==> src/rtl/uart_byte_rx.sv <==
// uart_byte_rx
// Asynchronous serial receiver: 8 data bits, LSB first, optional parity,
// one stop bit. Turns the raw rx pin into single-cycle byte strobes.
//
// Parameters
//   CLKS_PER_BIT  clk cycles per serial bit (>= 4)
//   PARITY        0 = none, 1 = odd, 2 = even
// Ports
//   clk         system clock, rising edge
//   rst         asynchronous active-high reset
//   rx          serial input, asynchronous to clk, idle high
//   uart_data   last good received byte (changes only with uart_valid)
//   uart_valid  1-cycle strobe: new good byte on uart_data
//   frame_err   1-cycle strobe: stop bit sampled low
//   parity_err  1-cycle strobe: parity mismatch with a good stop bit
//   busy        high while a frame is being received (FSM not in IDLE)
module uart_byte_rx #(
    parameter int CLKS_PER_BIT = 434,
    parameter int PARITY       = 0
) (
    input  logic       clk,
    input  logic       rst,
    input  logic       rx,
    output logic [7:0] uart_data,
    output logic       uart_valid,
    output logic       frame_err,
    output logic       parity_err,
    output logic       busy
);

    localparam int TW = $clog2(CLKS_PER_BIT);
    // Start bit is sampled mid-bit: the timer starts at 0 in the cycle after
    // the edge was seen, so CLKS_PER_BIT/2 - 1 lands on E + CLKS_PER_BIT/2.
    localparam logic [TW-1:0] HALF_LAST = TW'(CLKS_PER_BIT / 2 - 1);
    // Every later sample is exactly one bit period after the previous one.
    localparam logic [TW-1:0] BIT_LAST  = TW'(CLKS_PER_BIT - 1);
    localparam logic          ODD       = (PARITY == 1);

    typedef enum logic [2:0] {
        ST_IDLE,
        ST_START,
        ST_DATA,
        ST_PARITY,
        ST_STOP,
        ST_WAIT_HIGH
    } state_t;

    state_t          state_reg, state_next;
    logic            sync1_reg, sync2_reg;
    logic [TW-1:0]   timer_reg, timer_next;
    logic [2:0]      bit_cnt_reg, bit_cnt_next;
    logic [7:0]      shift_reg, shift_next;
    logic            par_err_reg, par_err_next;
    logic [7:0]      data_reg, data_next;
    logic            valid_reg, valid_next;
    logic            frame_reg, frame_next;
    logic            parity_reg, parity_next;

    logic            rx_s;
    logic            sample_half;
    logic            sample_bit;

    assign rx_s        = sync2_reg;
    assign sample_half = (timer_reg == HALF_LAST);
    assign sample_bit  = (timer_reg == BIT_LAST);

    always_ff @(posedge clk or posedge rst) begin
        if (rst) begin
            state_reg   <= ST_IDLE;
            sync1_reg   <= 1'b1;
            sync2_reg   <= 1'b1;
            timer_reg   <= '0;
            bit_cnt_reg <= '0;
            shift_reg   <= '0;
            par_err_reg <= 1'b0;
            data_reg    <= '0;
            valid_reg   <= 1'b0;
            frame_reg   <= 1'b0;
            parity_reg  <= 1'b0;
        end else begin
            state_reg   <= state_next;
            sync1_reg   <= rx;
            sync2_reg   <= sync1_reg;
            timer_reg   <= timer_next;
            bit_cnt_reg <= bit_cnt_next;
            shift_reg   <= shift_next;
            par_err_reg <= par_err_next;
            data_reg    <= data_next;
            valid_reg   <= valid_next;
            frame_reg   <= frame_next;
            parity_reg  <= parity_next;
        end
    end

    always_comb begin
        state_next   = state_reg;
        timer_next   = timer_reg + TW'(1);
        bit_cnt_next = bit_cnt_reg;
        shift_next   = shift_reg;
        par_err_next = par_err_reg;
        data_next    = data_reg;
        valid_next   = 1'b0;
        frame_next   = 1'b0;
        parity_next  = 1'b0;

        unique case (state_reg)
            ST_IDLE: begin
                timer_next   = '0;
                bit_cnt_next = '0;
                par_err_next = 1'b0;
                if (!rx_s) begin
                    state_next = ST_START;
                end
            end
            ST_START: begin
                if (sample_half) begin
                    timer_next = '0;
                    // A start bit that is high again by mid-bit was a glitch.
                    state_next = rx_s ? ST_IDLE : ST_DATA;
                end
            end
            ST_DATA: begin
                if (sample_bit) begin
                    timer_next   = '0;
                    shift_next   = {rx_s, shift_reg[7:1]};
                    bit_cnt_next = bit_cnt_reg + 3'd1;
                    if (bit_cnt_reg == 3'd7) begin
                        state_next = (PARITY != 0) ? ST_PARITY : ST_STOP;
                    end
                end
            end
            ST_PARITY: begin
                if (sample_bit) begin
                    timer_next   = '0;
                    par_err_next = (rx_s != ((^shift_reg) ^ ODD));
                    state_next   = ST_STOP;
                end
            end
            ST_STOP: begin
                if (sample_bit) begin
                    timer_next = '0;
                    if (rx_s) begin
                        if (par_err_reg) begin
                            parity_next = 1'b1;
                        end else begin
                            valid_next = 1'b1;
                            data_next  = shift_reg;
                        end
                        state_next = ST_IDLE;
                    end else begin
                        // Framing error wins over any parity mismatch.
                        frame_next = 1'b1;
                        state_next = ST_WAIT_HIGH;
                    end
                end
            end
            ST_WAIT_HIGH: begin
                // Hold off re-arming until a break / stuck-low line recovers.
                timer_next = '0;
                if (rx_s) begin
                    state_next = ST_IDLE;
                end
            end
            default: begin
                state_next = ST_IDLE;
                timer_next = '0;
            end
        endcase
    end

    assign uart_data  = data_reg;
    assign uart_valid = valid_reg;
    assign frame_err  = frame_reg;
    assign parity_err = parity_reg;
    assign busy       = (state_reg != ST_IDLE);

endmodule

==> config.mk <==
export PLATFORM = sky130hd
export DESIGN_NAME = uart_byte_rx
export DESIGN_NICKNAME = d
export VERILOG_FILES = /design/src/rtl/uart_byte_rx.sv
export SDC_FILE = /design/constraint.sdc
export NUM_CORES = 1
export LEC_CHECK = 0
export CAP_MARGIN = 20
export CORE_MARGIN = 4
export CORE_UTILIZATION = 41
export CTS_CLUSTER_DIAMETER = 30
export DETAILED_ROUTE_END_ITERATION = 12
export PLACE_DENSITY = 0.61
export SLEW_MARGIN = 20
export SYNTH_ARGS = -nofsm -noshare
export SYNTH_HDL_FRONTEND = slang
export SYNTH_SLANG_ARGS = --single-unit
==> constraint.sdc <==
create_clock -name clk -period 2.15 [get_ports clk]
set_input_delay 0.3225 -clock clk [delete_from_list [all_inputs] [get_ports clk]]
set_output_delay 0.3225 -clock clk [all_outputs]
set_load 0.02 [all_outputs]
Word-level counts from Yosys, hierarchy flattened

Cells that the tools add are included.

Eq/ne operators: 16
Multiplexer cells: 28
Add/subtract/negate cells: 2
Reduce and logical (&&, ||, !) cells: 11
Bitwise logic cells: 1

Operators with widths:

| operator                                            | count |
|---|---|
| 2-to-1 mux 3 bit                                    | 9 |
| 2-to-1 mux 9 bit                                    | 2 |
| case mux 3 bit (6 select lines)                     | 1 |
| case mux 9 bit (2 select lines)                     | 1 |
| != test 2 bit, second input constant                | 7 |
| 2-to-1 mux 1 bit                                    | 12 |
| adder 9 x 1 -> 9 bit, second input constant         | 1 |
| equality test 3 bit, second input constant          | 3 |
| equality test 9 x 8 -> 1 bit, second input constant | 1 |
| equality test 9 bit, second input constant          | 1 |
| XOR reduction 8 bit                                 | 1 |
| AND reduction 7 bit                                 | 1 |
| equality test 3 x 2 -> 1 bit, second input constant | 2 |
| case mux 3 bit (2 select lines)                     | 1 |
| AND reduction 2 bit                                 | 3 |
| AND reduction 4 bit                                 | 1 |
| nonzero test 2 bit                                  | 2 |
| adder 3 x 1 -> 3 bit, second input constant         | 1 |
| equality test 3 x 1 -> 1 bit, second input constant | 1 |
| logical NOT 3 bit                                   | 1 |
| nonzero test 3 bit                                  | 1 |
| OR reduction 3 bit                                  | 1 |
| 2-to-1 mux 2 bit                                    | 1 |
| case mux 1 bit (2 select lines)                     | 1 |
| other kinds (2)                                     | 2 |

Word-level logic and storage cells: 69
Input bits: 3
Bits in registers: 37
Output and inout port bits: 12

Depth between registers and ports, before layout

Gate-level depths: netlist of run 1.

Word-level depth: 4
Gate-level depth with buffers: 7
Mapped depth without buffers: 6

Worst setup path after synthesis of run 1

Ideal clock, no wire load.

Path kind: reg2reg
Start: reg timer_reg[1]
End: reg shift_reg[0]
Slack: 372 ps
Data required time: 2025 ps
Clock period less this slack: 1778 ps
Data arrival time: 1653 ps
Stages on the path, launching flop included: 6
Library setup time: 125 ps
Path buffers: 0
Cells stage by stage: dfrtp_1 > inv_1 > ha_1 > nand4bb_4 > nor4_4 > mux2_2

Longest elaborated chain between the ends: 2

Ends and longest elaborated chain:

| item                          | line | RTL |
|---|---|---|
| start, declared               | 50   | `logic [TW-1:0] timer_reg, timer_next;` |
| start signal, assigned        | 84   | `timer_reg <= timer_next;` |
| equality test 9 bit           | 65   | `assign sample_bit = (timer_reg == BIT_LAST);` |
| AND reduction 2 bit (no line) | --   |  |
| end signal, assigned          | 86   | `shift_reg <= shift_next;` |
| end, declared                 | 52   | `logic [7:0] shift_reg, shift_next;` |

Every way passes these cells.
A chain may end at the register's enable or synchronous reset.

Final worst setup path of run 1

Start: reg state_reg[1]
End: out busy

Longest elaborated chain between the ends: 1

Ends and longest elaborated chain:

| item                   | line | RTL |
|---|---|---|
| start, declared        | 48   | `state_t state_reg, state_next;` |
| start signal, assigned | 81   | `state_reg <= state_next;` |
| nonzero test 3 bit     | 175  | `assign busy = (state_reg != ST_IDLE);` |
| end, declared          | 28   | `output logic busy` |

Every way passes these cells.

==> results of run 1 <==
cells by family (layout without fill, tap and decap cells):
| group | count (synthesis) | in the layout | synth area share [%] |
|---|---|---|---|
| and+or+nand+nor | 41 | 41 | 16.04 |
| adders and majority gates | 5 | 5 | 3.534 |
| xor gates and xnor gates | 14 | 14 | 7.703 |
| buffers and inverters | 11 | 32 | 3.463 |
| muxes | 18 | 18 | 11.38 |
| DFF | 37 | 37 | 52.44 |
| AOI/OAI and AO/OA | 12 | 12 | 5.443 |
metal layers:
metal	vias up	GRT usage [%]	wire length, um
li1	525	-	-
met1	523	16.31	1330
met2	15	18.31	1359
met3	4	4.241	107
met4	0	5.634	46
met5	-	0	0
stage by stage:
| step | worst slack, ns | hold slack [ns] |
|---|---|---|
| 3_5_place_dp | 0.2453 | 0.3475 |
| 6_report | 0.08461 | 0.3565 |
| 4_1_cts | 0.02326 | 0.3574 |
| 2_1_floorplan | 0.3721 | 0.3270 |
| 3_3_place_gp | 0.3179 | 0.3476 |
| 5_1_grt | 0.01443 | 0.3665 |
path summary, 6_finish.rpt:
path | to | slack, ns | depth (start not counted)
max in group asynchronous | state_reg[1] | 1.36 | 3
hold reg to reg | rx_s | 0.36 | 0
setup reg to reg | uart_data[6] | 0.26 | 6
setup / recovery | busy | 0.08 | 2
hold / removal | rx_s | 0.36 | 0
min in group asynchronous | uart_data[5] | 0.43 | 3
cells in the mapped netlist, drive strengths merged (2+ instances only):
cell and instances:
nor2b 3, nand4b 3, nor2 13, o21ai 2, dfrtp 35, nor3 2, xnor2 5, a22o 2
nand2 5, mux2 17, nand3 3, nand4 2, xor2 8, dfstp 2, buf 3, o2bb2ai 3
nor4 2, ha 5, inv 7
cell type report:
cell class	count	share of cell area [%]
sequential	37	45.17
multi-input combinational	90	37.93
inverter	7	1.277
timing repair buffer	17	7.903
clock inverter	2	0.6687
tap	50	3.040
clock buffer	6	4.012
where the power goes:
part           internal (W)  switching (W)
combinational    0.00000787      0.0000147
sequential         0.000699     0.00000279
clock              0.000259       0.000234
what timing repair did:
item | in CTS | in global routing
endpoints found under the hold margin | 0 | 0
gates resized for setup | 0 | 1
setup endpoints to repair | 0 | 1
==> flow_summary_export.csv, run 1 <==
group,metric,value,unit
floorplanning,rows,23,
global_routing,gr-total-overflow,0,
timing,fin_crit_sh,96.06,%
route,via_per_inst,5.105,
cells_and_area,largest_register_ffs,9,
timing,final-setup-viol-count,0,
synth,synth-edff-count,0,
critical_path,critPathMaxFanout,12,
synth,netlist_area,0.001770,mm2
route,drt-pass1-iter-count,4,
critical_path,worstPathArrival,1.74,ns
global_routing,grt_usage,12.39,%
critical_path,cp_top_family,"buffers and inverters",
synth,ys_top_cells_by_area,"dfrtp_1 (49%), mux2_2 (11%), xor2_1 (4.0%)",
worst_hold_path,min-delay-start,"sync1_reg",
synth,synth_ff_type,"dfrtp_1",
cells_and_area,syn2layout_area_growth,16.25,%
clocking,cts_tree,"built",
clocking,cts_buffers,5,
floorplanning,die_w,73.71,um
synth,synth_top_area_share,49.47,%
synth,syn-num-nets,146,
synth,synth_cell_types,40,
timing,tightest_slew,0.4532,ns
worst_hold_path,hold_path_class,"flop to flop",
critical_path,critical_path_class,"flop to primary output",
clocking,insertion_delay,0.28,ns
placement,placed_cell_area,0.001961,mm2
critical_path,critical_path_buf_inv_count,1,
floorplanning,initial_core_util,43.33,%
floorplanning,die_area,0.005433,mm2
synth,synthArstFlopShare,100.0,%
synth,synth_area_leader_cell,"dfrtp_1",
floorplanning,ios,15,
synth,syn_area_per_cell,12.83,um2
power_and_ir_drop,p_per_area,591.7,mW/mm2
synth,synth_cells,138,
timing,min_period,2.065,ns
critical_path,worstPathCellList,"or3_1 -> clkdlybuf4s50_1",
clocking,cts_max_path_buffers,2,
timing,report.final.slew_viol_count,0,
placement,place_congestion,0.8514,
clocking,clk_pin_slew_worst_paths,0.06,ns
clocking,cts_hold_buf,0,
route,wl_per_cell,13.61,um
cells_and_area,multiInputGateArea,780.7,um2
floorplanning,core-area,0.004086,mm2
floorplanning,dieHeight,73.71,um
global_routing,grt_pass1_wl,5099,um
cells_and_area,seqCellArea,929.6,um2
cells_and_area,final_nets,166,
global_routing,grt_pass1_vias,1081,
cells_and_area,fin_util,50.37,%
route,drc_errors,0,
timing,hold_viol_final,0,
clocking,post_cts.repair.setup_buffers,0,
power_and_ir_drop,power,0.001218,W
timing,clock.fmax,484.2,MHz
power_and_ir_drop,leakage,1.028,nW
timing,slew_headroom,69.79,%
timing,fin_setup_tns,0,ns
synth,yosysWarnings,0,
clocking,cts-root-buf,"clkbuf_8",
flow_run,maxCapViolations,0,
critical_path,cp-start-kind,"flop",
global_routing,grt_max_degree,38,
cells_and_area,final_common_cell,"dfrtp_1",
route,drt-initial-drc-count,97,
timing,grt_setup_unrepaired,"no",
critical_path,crit_required,1.83,ns
synth,yosysSeqAreaShare,52.44,%
outcome,outcome,"finished, final reports clean",
clocking,cts.sinks,37,
placement,io_buffers,14,
timing,skew,0.01212,ns
critical_path,cp-startpoint,"state_reg[1]",
cells_and_area,fin_cells,209,
critical_path,crit_slowest_cell,"clkdlybuf4s50_1",
cells_and_area,drive_above_1_share,23.27,%
cells_and_area,final_area,0.002058,mm2
power_and_ir_drop,ir_worst_vdd,0.0003053,V
placement,dp_hpwl,2067,um
critical_path,worstReg2RegStart,"timer_reg[1]",
clocking,htree_levels,2,
route,routed_wl,2845,um
placement,dp_cells,201,
route,ant_nets,0,
global_routing,antenna_found_initial,0,
cells_and_area,layout_common_cells,"dfrtp_1 (34), mux2_2 (17), clkdlybuf4s50_1 (14), nor2_1 (12), xor2_1 (8)",
cells_and_area,antenna_cells,0,
cells_and_area,fillers,356,
critical_path,max_stage_delay,0.56,ns
synth,ys_ff_latch,37,
route,dr_total_vias,1067,
critical_path,critPathCaptureType,"primary output",
Power figures use the tool's default switching activity.
==> run 2: changes to the inputs <==
--- a/config.mk
+++ b/config.mk
@@ -9,8 +9,9 @@
 export CORE_MARGIN = 4
 export CORE_UTILIZATION = 41
 export CTS_CLUSTER_DIAMETER = 30
+export CTS_CLUSTER_SIZE = 14
 export DETAILED_ROUTE_END_ITERATION = 12
-export PLACE_DENSITY = 0.61
+export PLACE_DENSITY = 0.66
 export SLEW_MARGIN = 20
 export SYNTH_ARGS = -nofsm -noshare
 export SYNTH_HDL_FRONTEND = slang
==> run 2 against run 1 <==
  * Wire length grew 1.2%
  * Total power down 3.7%
  * Sequential share of layout area rose by 0.33 points
  * Global-route usage shrank 0.14 points
  * Count of clock-buffer cells in the layout increased by 1
  * Cell count is the same
  * Die area stayed put
  * Critical path type unchanged
  * Combinational power hardly changed
  * Final area fell by 0.73%
  * Highest routed layer unchanged
  * Register-to-register slack got worse by 0.02 ns
  * Worst setup slack better by 0.0027 ns
==> flow_summary_export.csv, run 2 (synthesized netlist as in run 1, its figures left out) <==
group,metric,value,unit
timing,fin_setup_tns,0,ns
clocking,cts_buffers,5,
cells_and_area,final_common_cell,"dfrtp_1",
placement,placed_cell_area,0.001961,mm2
critical_path,critPathMaxFanout,12,
cells_and_area,fin_cells,209,
global_routing,gr-total-overflow,0,
placement,io_buffers,14,
power_and_ir_drop,leakage,1.019,nW
cells_and_area,drive_above_1_share,22.01,%
flow_run,maxCapViolations,0,
placement,place_congestion,0.7997,
worst_hold_path,min-delay-start,"sync1_reg",
cells_and_area,final_nets,166,
critical_path,cp-start-kind,"flop",
power_and_ir_drop,ir_worst_vdd,0.0003451,V
floorplanning,ios,15,
critical_path,worstPathArrival,1.74,ns
floorplanning,rows,23,
floorplanning,dieHeight,73.71,um
timing,report.final.slew_viol_count,0,
global_routing,grt_max_degree,38,
floorplanning,initial_core_util,43.33,%
global_routing,grt_pass1_vias,1061,
floorplanning,die_w,73.71,um
critical_path,cp-startpoint,"state_reg[1]",
timing,slew_headroom,69.91,%
timing,grt_setup_unrepaired,"no",
critical_path,critical_path_class,"flop to primary output",
clocking,insertion_delay,0.29,ns
clocking,cts-root-buf,"clkbuf_8",
cells_and_area,final_area,0.002043,mm2
critical_path,worstPathCellList,"or3_1 -> clkdlybuf4s50_1",
placement,dp_hpwl,2107,um
timing,tightest_slew,0.4513,ns
cells_and_area,largest_register_ffs,9,
route,routed_wl,2878,um
timing,hold_viol_final,0,
outcome,outcome,"finished, final reports clean",
route,via_per_inst,5.038,
power_and_ir_drop,p_per_area,574.1,mW/mm2
route,drt-pass1-iter-count,4,
worst_hold_path,hold_path_class,"flop to flop",
timing,fin_crit_sh,95.94,%
critical_path,max_stage_delay,0.55,ns
critical_path,crit_required,1.83,ns
clocking,cts.sinks,37,
clocking,htree_levels,2,
placement,dp_cells,201,
cells_and_area,syn2layout_area_growth,15.41,%
route,ant_nets,0,
timing,skew,0.008035,ns
clocking,cts_tree,"built",
timing,min_period,2.063,ns
critical_path,worstReg2RegStart,"timer_reg[1]",
cells_and_area,layout_common_cells,"dfrtp_1 (34), mux2_2 (17), clkdlybuf4s50_1 (14), nor2_1 (12), xor2_1 (8)",
floorplanning,die_area,0.005433,mm2
route,wl_per_cell,13.77,um
route,drt-initial-drc-count,73,
critical_path,critPathCaptureType,"primary output",
route,drc_errors,0,
global_routing,antenna_found_initial,0,
timing,clock.fmax,484.8,MHz
clocking,clk_pin_slew_worst_paths,0.06,ns
clocking,cts_max_path_buffers,2,
cells_and_area,fillers,362,
timing,final-setup-viol-count,0,
floorplanning,core-area,0.004086,mm2
global_routing,grt_pass1_wl,4988,um
route,dr_total_vias,1053,
critical_path,r2r_slack,0.24,ns
global_routing,grt_usage,12.24,%
critical_path,crit_slowest_cell,"clkdlybuf4s50_1",
cells_and_area,antenna_cells,0,
run 2: cell types whose count changed in the layout (fill, tap and decap cells not counted):
cell	delta
clkbuf_8	-1
clkinv_4	-1
clkbuf_1	+2
run 2: area by class of cell:
cell class / count / area, um2 / share of cell area [%]
clock buffers: 7 / 76.32 / 3.735
repair buffers: 17 / 162.7 / 7.961
clock inverters: 1 / 5.005 / 0.2449
flip-flops and latches: 37 / 929.6 / 45.50
inverters: 7 / 26.28 / 1.286
multi-input cells: 90 / 780.7 / 38.21
well taps: 50 / 62.56 / 3.062
run 2: what timing repair did:
action                                  in CTS  in global routing
endpoints found under the setup margin       0                  1
gates resized for setup                      0                  1
buffers inserted                             0                  0
hold buffers                                 0                  0
hold endpoints to repair                     0                  0
run 2: critical path, delay by kind of cell (launching register included):
family / cells / cell delay [ns]
AND/OR/NAND/NOR: 1 / 0.42
flip-flops: 1 / 0.48
buffers and inverters: 1 / 0.55
run 2: path summary, 6_finish.rpt:
path / depth (start not counted) / to
setup reg to reg: 6 / uart_data[6]
setup / recovery: 2 / busy
min in group asynchronous: 3 / shift_reg[6]
max in group asynchronous: 3 / state_reg[1]
hold / removal: 0 / rx_s
hold reg to reg: 0 / rx_s
run 2: routing by layer:
metal | global-route usage (%) | up-vias | share of wire [%]
met2 | 19.19 | 13 | 48
met4 | 5.433 | 0 | 1.6
met1 | 15.44 | 514 | 47
li1 | - | 521 | -
met3 | 3.830 | 5 | 3.4
met5 | 0 | - | 0
run 2: where the power goes:
group	internal [W]	total [W]	switching, W
registers	0.000700	0.000703	0.00000295
logic	0.00000786	0.0000225	0.0000147
clock network	0.000227	0.000448	0.000221
run 2: per-stage QoR:
step	setup WS [ns]	util [%]	hold slack, ns	total power [W]
finish	0.08732	50.00	0.3567	0.001173
global route	0.03672	50.00	0.3635	0.001232
CTS	0.02376	49.97	0.3577	0.001194
detailed placement	0.2332	47.98	0.3484	0.0007393
global placement	0.3235	47.98	0.3478	0.0007388
floorplan	0.3721	-	0.3270	0.0007314
